`config.mk`:
```
export PLATFORM = sky130hd
export DESIGN_NAME = lc3_ctrl_fsm
export DESIGN_NICKNAME = d
export VERILOG_FILES = /design/src/rtl/lc3_ctrl_pkg.sv /design/src/rtl/ctrl_wait_counter.sv /design/src/rtl/lc3_ctrl_fsm.sv
export SDC_FILE = /design/constraint.sdc
export NUM_CORES = 1
export LEC_CHECK = 0
export BUFFER_PORTS_ARGS = -buffer_cell sky130_fd_sc_hd__buf_2
export CAP_MARGIN = 20
export CORE_MARGIN = 5
export CORE_UTILIZATION = 45
export DETAILED_ROUTE_END_ITERATION = 10
export PLACE_DENSITY_LB_ADDON = 0.25
export SETUP_SLACK_MARGIN = 0.4
export SYNTH_ARGS = -nofsm -noshare
export SYNTH_HDL_FRONTEND = slang
export SYNTH_SLANG_ARGS = --single-unit
```
`constraint.sdc`:
```
create_clock -name Clk -period 2.5 [get_ports Clk]
set_clock_uncertainty 0.1 [all_clocks]
set_input_delay 0.25 -clock Clk [delete_from_list [all_inputs] [get_ports Clk]]
set_output_delay 0.25 -clock Clk [all_outputs]
set_load 0.005 [all_outputs]
```
`src/rtl/lc3_ctrl_pkg.sv`:
```
// lc3_ctrl_pkg
// Shared types and encodings for the LC-3 subset instruction sequencer:
// the FSM state enum, opcode constants, and the PCSelect, ADDR2Select and
// ALU mode encodings seen by the datapath.
package lc3_ctrl_pkg;

  typedef enum logic [4:0] {
    ST_HALTED,
    ST_S18, ST_S33, ST_S35, ST_S32,
    ST_S1,  ST_S5,  ST_S9,
    ST_S0,  ST_S22,
    ST_S12,
    ST_S4,  ST_S21,
    ST_S6,  ST_S25, ST_S27,
    ST_S7,  ST_S23, ST_S16,
    ST_P1,  ST_P2
  } state_t;

  localparam logic [3:0] OP_ADD   = 4'b0001;
  localparam logic [3:0] OP_AND   = 4'b0101;
  localparam logic [3:0] OP_NOT   = 4'b1001;
  localparam logic [3:0] OP_BR    = 4'b0000;
  localparam logic [3:0] OP_JMP   = 4'b1100;
  localparam logic [3:0] OP_JSR   = 4'b0100;
  localparam logic [3:0] OP_LDR   = 4'b0110;
  localparam logic [3:0] OP_STR   = 4'b0111;
  localparam logic [3:0] OP_PAUSE = 4'b1101;

  localparam logic [1:0] PCSEL_INC   = 2'b00;
  localparam logic [1:0] PCSEL_BUS   = 2'b01;
  localparam logic [1:0] PCSEL_ADDER = 2'b10;

  localparam logic [1:0] ADDR2_ZERO  = 2'b00;
  localparam logic [1:0] ADDR2_OFF6  = 2'b01;
  localparam logic [1:0] ADDR2_OFF9  = 2'b10;
  localparam logic [1:0] ADDR2_OFF11 = 2'b11;

  localparam logic [1:0] MODE_ADD  = 2'b00;
  localparam logic [1:0] MODE_AND  = 2'b01;
  localparam logic [1:0] MODE_NOT  = 2'b10;
  localparam logic [1:0] MODE_PASS = 2'b11;

  // States that hold the SRAM strobe for MEM_WAIT cycles.
  function automatic logic is_mem_state(state_t s);
    return (s == ST_S33) || (s == ST_S25) || (s == ST_S16);
  endfunction

endpackage

```
`src/rtl/ctrl_wait_counter.sv`:
```
// ctrl_wait_counter
// 4-bit down-counter that times the memory access states.
// Ports:
//   clk, rst  - clock, async active-high reset (count -> 0)
//   load      - load load_val (takes priority over dec)
//   load_val  - reload value, MEM_WAIT-1
//   dec       - decrement, saturating at 0
//   done      - terminal count reached (count == 0)
module ctrl_wait_counter (
  input  logic       clk,
  input  logic       rst,
  input  logic       load,
  input  logic [3:0] load_val,
  input  logic       dec,
  output logic       done
);

  logic [3:0] count;

  always_ff @(posedge clk or posedge rst) begin
    if (rst) begin
      count <= 4'd0;
    end else if (load) begin
      count <= load_val;
    end else if (dec && (count != 4'd0)) begin
      count <= count - 4'd1;
    end
  end

  assign done = (count == 4'd0);

endmodule

```
`src/rtl/lc3_ctrl_fsm.sv`:
```
// lc3_ctrl_fsm
// Instruction sequencer for the LC-3 subset datapath. Drives every load
// enable, bus gate and mux select plus the active-low SRAM strobes.
// Ports:
//   Clk, Reset      - clock, async active-high reset (-> HALTED)
//   Run, Continue   - start from HALTED, resume from PAUSE (levels)
//   IR, BEN         - datapath instruction register and branch enable
//   LD_*            - register load enables
//   SBus*           - bus gates, at most one high per cycle
//   *Select, mode   - datapath mux selects and ALU op
//   MIO_EN          - MDR source (1 = memory)
//   Mem_OE, Mem_WE  - active-low SRAM strobes
//
// state  | meaning
// HALTED | idle, waiting for Run
// S18    | MAR <- PC, PC <- PC+1
// S33    | memory read (instruction), MDR loaded on last wait cycle
// S35    | IR <- MDR
// S32    | decode, BEN <- branch condition
// S1/5/9 | ADD / AND / NOT into DR, set CC
// S0/S22 | BR test / PC <- PC+off9
// S12    | JMP: PC <- SR1
// S4/S21 | JSR: R7 <- PC, PC <- PC+off11
// S6/S25 | LDR: MAR <- SR1+off6, memory read
// S27    | LDR: DR <- MDR, set CC
// S7/S23 | STR: MAR <- SR1+off6, MDR <- SR
// S16    | STR: memory write
// P1/P2  | PAUSE: wait Continue high, then low
module lc3_ctrl_fsm
  import lc3_ctrl_pkg::*;
#(
  parameter int MEM_WAIT = 2
) (
  input  logic        Clk,
  input  logic        Reset,
  input  logic        Run,
  input  logic        Continue,
  input  logic [15:0] IR,
  input  logic        BEN,
  output logic        LD_MAR,
  output logic        LD_MDR,
  output logic        LD_IR,
  output logic        LD_PC,
  output logic        LD_REG,
  output logic        LD_CC,
  output logic        LD_BEN,
  output logic        SBusPC,
  output logic        SBusMDR,
  output logic        SBusALU,
  output logic        SBusMARMUX,
  output logic [1:0]  PCSelect,
  output logic [1:0]  ADDR2Select,
  output logic        ADDR1Select,
  output logic        DRSelect,
  output logic        SR1Select,
  output logic        SR2Select,
  output logic [1:0]  mode,
  output logic        MIO_EN,
  output logic        Mem_OE,
  output logic        Mem_WE
);

  localparam logic [3:0] WAIT_LOAD = 4'(MEM_WAIT - 1);

  state_t state, next_state;
  logic   wait_done;
  logic   wait_load;

  // Register fields decoded by the datapath, not by the sequencer.
  logic   unused_ir;
  assign unused_ir = ^{IR[11:6], IR[4:0]};

  // Reload only on entry so the count runs down across the whole stay.
  assign wait_load = is_mem_state(next_state) && (next_state != state);

  ctrl_wait_counter u_wait (
    .clk      (Clk),
    .rst      (Reset),
    .load     (wait_load),
    .load_val (WAIT_LOAD),
    .dec      (is_mem_state(state)),
    .done     (wait_done)
  );

  always_ff @(posedge Clk or posedge Reset) begin
    if (Reset) state <= ST_HALTED;
    else       state <= next_state;
  end

  always_comb begin
    next_state  = state;
    LD_MAR      = 1'b0;
    LD_MDR      = 1'b0;
    LD_IR       = 1'b0;
    LD_PC       = 1'b0;
    LD_REG      = 1'b0;
    LD_CC       = 1'b0;
    LD_BEN      = 1'b0;
    SBusPC      = 1'b0;
    SBusMDR     = 1'b0;
    SBusALU     = 1'b0;
    SBusMARMUX  = 1'b0;
    PCSelect    = PCSEL_INC;
    ADDR2Select = ADDR2_ZERO;
    ADDR1Select = 1'b0;
    DRSelect    = 1'b0;
    SR1Select   = 1'b0;
    SR2Select   = 1'b0;
    mode        = MODE_ADD;
    MIO_EN      = 1'b0;
    Mem_OE      = 1'b1;
    Mem_WE      = 1'b1;

    unique case (state)
      ST_HALTED: if (Run) next_state = ST_S18;
      ST_S18: begin
        SBusPC     = 1'b1;
        LD_MAR     = 1'b1;
        PCSelect   = PCSEL_INC;
        LD_PC      = 1'b1;
        next_state = ST_S33;
      end
      ST_S33, ST_S25: begin
        Mem_OE = 1'b0;
        MIO_EN = 1'b1;
        if (wait_done) begin
          LD_MDR     = 1'b1;
          next_state = (state == ST_S33) ? ST_S35 : ST_S27;
        end
      end
      ST_S35: begin
        SBusMDR    = 1'b1;
        LD_IR      = 1'b1;
        next_state = ST_S32;
      end
      ST_S32: begin
        LD_BEN = 1'b1;
        case (IR[15:12])
          OP_ADD:   next_state = ST_S1;
          OP_AND:   next_state = ST_S5;
          OP_NOT:   next_state = ST_S9;
          OP_BR:    next_state = ST_S0;
          OP_JMP:   next_state = ST_S12;
          OP_JSR:   next_state = ST_S4;
          OP_LDR:   next_state = ST_S6;
          OP_STR:   next_state = ST_S7;
          OP_PAUSE: next_state = ST_P1;
          default:  next_state = ST_S18;
        endcase
      end
      ST_S1, ST_S5, ST_S9: begin
        SR1Select  = 1'b1;
        SR2Select  = IR[5];
        mode       = (state == ST_S1) ? MODE_ADD :
                     (state == ST_S5) ? MODE_AND : MODE_NOT;
        SBusALU    = 1'b1;
        LD_REG     = 1'b1;
        LD_CC      = 1'b1;
        next_state = ST_S18;
      end
      ST_S0: next_state = BEN ? ST_S22 : ST_S18;
      ST_S22: begin
        ADDR2Select = ADDR2_OFF9;
        PCSelect    = PCSEL_ADDER;
        LD_PC       = 1'b1;
        next_state  = ST_S18;
      end
      ST_S12: begin
        SR1Select   = 1'b1;
        ADDR1Select = 1'b1;
        ADDR2Select = ADDR2_ZERO;
        PCSelect    = PCSEL_ADDER;
        LD_PC       = 1'b1;
        next_state  = ST_S18;
      end
      ST_S4: begin
        SBusPC     = 1'b1;
        DRSelect   = 1'b1;
        LD_REG     = 1'b1;
        next_state = ST_S21;
      end
      ST_S21: begin
        ADDR2Select = ADDR2_OFF11;
        PCSelect    = PCSEL_ADDER;
        LD_PC       = 1'b1;
        next_state  = ST_S18;
      end
      ST_S6, ST_S7: begin
        SR1Select   = 1'b1;
        ADDR1Select = 1'b1;
        ADDR2Select = ADDR2_OFF6;
        SBusMARMUX  = 1'b1;
        LD_MAR      = 1'b1;
        next_state  = (state == ST_S6) ? ST_S25 : ST_S23;
      end
      ST_S27: begin
        SBusMDR    = 1'b1;
        LD_REG     = 1'b1;
        LD_CC      = 1'b1;
        next_state = ST_S18;
      end
      ST_S23: begin
        mode       = MODE_PASS;
        SBusALU    = 1'b1;
        LD_MDR     = 1'b1;
        next_state = ST_S16;
      end
      ST_S16: begin
        Mem_WE = 1'b0;
        if (wait_done) next_state = ST_S18;
      end
      ST_P1: if (Continue)  next_state = ST_P2;
      ST_P2: if (!Continue) next_state = ST_S18;
      default: next_state = ST_HALTED;
    endcase
  end

endmodule

```
==> impl_metrics.py <==
metrics = {
    "outcome": {
        "status": "completed",
    },
    "global_route": {
        "grt_pass1_wl_mm": 6.64,
        "grt.overflow.total": 0,
        "antenna_found_initial": 0,
        "grt.total_usage_pct": 19.6,
        "grt_max_degree": 22,
        "grt_pass1_vias": 1404,
    },
    "yosys": {
        "synth-seq-area-share_pct": 16.6,
        "ys_seq_elements": 9,
        "ys.flop_type": "dfrtp_1",
        "synth_fp_nets": 210,
        "synth-edff-count": 0,
        "yosysWarningCount": 0,
        "netlist_area_um2": 1360,
        "ys_types": 52,
        "netlist_instances": 183,
        "avgSynthCellArea_um2": 7.40,
        "async_flop_share_pct": 100,
    },
    "timing": {
        "setup-tns-final_ps": 0,
        "rsz0062_at_grt": "true",
        "fin_crit_sh_pct": 87.5,
        "max_freq_ghz": 0.457,
        "fin_ws_ps": 313,
        "period_minus_slack_ps": 2190,
        "maxSlewViolCount": 0,
        "hold_violations": 0,
        "tightest_slew_ps": 696,
        "setup_viol": 0,
        "slew_headroom_pct": 53.1,
    },
    "floorplan": {
        "io_pins": 45,
        "die_h_um": 64.9,
        "fp.dieW_um": 64.9,
        "start_util_pct": 45.5,
        "core_area_um2": 2980,
        "core.rowCount": 20,
        "dieArea_um2": 4210,
    },
    "worst_setup_path": {
        "critical_path_buf_inv_count": 1,
        "arrival_ps": 2290,
        "max_stage_delay_ps": 420,
        "crit_chain": "inv_2 > ha_4 > or3b_4 > o2111a_1 > nand2b_4 > mux2i_2 > o221a_4 > nand2b_4",
        "reg2reg_slack_ps": 310,
        "slowest_stage": "or3b_4",
        "crit_type": "flop to flop",
        "cpMostUsedCell": "nand2b_4",
        "cp.required_ps": 2600,
        "worstSetupEndpointType": "flop",
        "crit_fanout": 5,
        "cp_top_family": "simple AND/OR/NAND/NOR gates",
        "setup.worst_path.start_class": "flop",
    },
    "cells_and_area": {
        "area_delta_synth_final_pct": 32.9,
        "utilization_pct": 60.5,
        "diodes": 0,
        "fillers": 263,
        "layout.nets": 250,
        "drive_gt1_share_pct": 42.3,
    },
    "route": {
        "drc": 0,
        "viasPerCell": 5.87,
        "num_vias": 1497,
        "wl_mm": 4.05,
        "firstDrtPassIters": 4,
        "drt-initial-drc-count": 95,
        "drtAntennaViolNets": 0,
        "avgRoutedWirePerCell_um": 15.9,
    },
    "clock_network": {
        "clk_pin_slew_ps": 70,
        "clock_latency_ps": 260,
        "cts_tree": "built",
        "htree_num_levels": 1,
        "cts_root_buf": "clkbuf_4",
        "cts_buffers": 3,
        "cts.sinks": 9,
        "ctsLongestPathBuffers": 2,
    },
    "power": {
        "p_leak_uw": 0.000837,
        "total_power_uw": 2140,
        "ir_worst_vdd_v": 0.000386,
        "pwr_density_cell_nw_per_um2": 1190,
    },
    "placement": {
        "hpwl_mm": 3.06,
        "port_buffers": 32,
        "dp_slack_ps": 164,
        "place_congestion": 0.834,
    },
    "flow_run": {
        "drv_cap": 0,
    },
    "min_path": {
        "hold_class": "primary input to flop",
    },
}
synthesized netlist by cell type (3+ instances only):
cell      number  share of area [%]
nor3b_1        3                1.7
nand3_1        4                1.5
a21oi_1       10                3.7
nor2b_1        6                2.8
o22ai_1        4                1.8
mux2i_1        3                2.2
ha_1           6                5.5
a22oi_1        4                2.2
o21ai_0        5                1.8
nand2b_1       6                2.8
and3_1         3                1.4
nor4_1         3                1.4
o211ai_1       5                2.8
and3b_1        5                3.2
xnor2_1        5                3.2
nand2_1       17                4.7
xor2_1         3                1.9
dfrtp_1        9                 17
buf_1          5                1.4
buf_2          7                2.6
nor2_1        19                5.3
nor3_1         3                1.1
inv_1          9                2.5
final timing paths:
| check | startpoint | to | cells after the start |
|---|---|---|---|
| max | u_wait.count[1] | u_wait.count[0] | 8 |
| min | IR[14] | state[4] | 3 |
| max reg2reg | u_wait.count[1] | u_wait.count[0] | 8 |
| min reg2reg | u_wait.count[3] | u_wait.count[3] | 2 |
| max in group asynchronous | Reset | state[2] | 3 |
| min in group asynchronous | Reset | state[4] | 3 |
report_power, final:
part	switching (µW)	internal, µW	total, µW
logic	904	822	1730
clock network	55.3	61.6	117
registers	86.2	208	294
final cells by class:
cell class	count	area (µm²)	area share [%]
Sequential cell	9	229	12.7
Inverter	9	33.8	1.88
Multi-Input combinational cell	147	1130	62.5
Clock buffer	4	26.3	1.46
Timing Repair Buffer	53	344	19.1
Tap cell	33	41.3	2.29
registers in the layout, summed over array words and instances, names as in the netlist:
| signal | flops |
|---|---|
| state | 5 |
| u_wait.count | 4 |
placed cells by master (no fill, tap or decap), drive strengths merged, types with 3 or more instances in the layout:
master and n:
o21ai 5, and3 3, nand2b 6, and3b 5, dfrtp 9, nor4 3
o211ai 6, a21oi 10, a211oi 3, o22ai 4, xnor2 5, ha 6
nor2 19, buf 52, nor3 3, nor2b 6, nor3b 3, xor2 3
clkbuf 4, nand3 4, nand2 17, inv 9, or3 3, a22oi 4
mux2i 3
worst reg2reg max path, cell delays in order, from the launching register on:
cell and delay [ps]:
dfrtp_1 390, inv_2 90, ha_4 140, or3b_4 420, o2111a_1 280, nand2b_4 150
mux2i_2 190, o221a_4 250, nand2b_4 120
logic make-up after synthesis:
kind of cell	share of synthesized area [%]
xor+xnor	5.17
flops	16.6
fa+ha+maj	5.54
mux	3.88
simple gates	32.6
other cells	0.277
buf+inv	9.79
compound gates	26.1
per-stage QoR:
stage,area (µm²),hold WS [ps],std cells
finish,1800,310,255
global route,1800,331,255
CTS,1730,309,254
detailed placement,1550,131,242
global placement,1550,115,242
floorplan,1360,-22.1,183
timing repair:
action                     4_1_cts  5_1_grt
gates resized for setup         24       18
pin swaps                        4        4
hold endpoints to repair         9        0
buffers inserted                 7        1
hold buffers                     1        0
setup endpoints to repair       11       12
routing by layer:
layer / vias up / track usage (%) / routed length [µm]
met2: 66 / 34.5 / 2080
met3: 9 / 1.39 / 258
met5: - / 0 / 0
met4: 0 / 3.69 / 42
met1: 691 / 26.3 / 1670
li1: 731 / - / -
No activity file was read; power rests on OpenSTA's default activity.
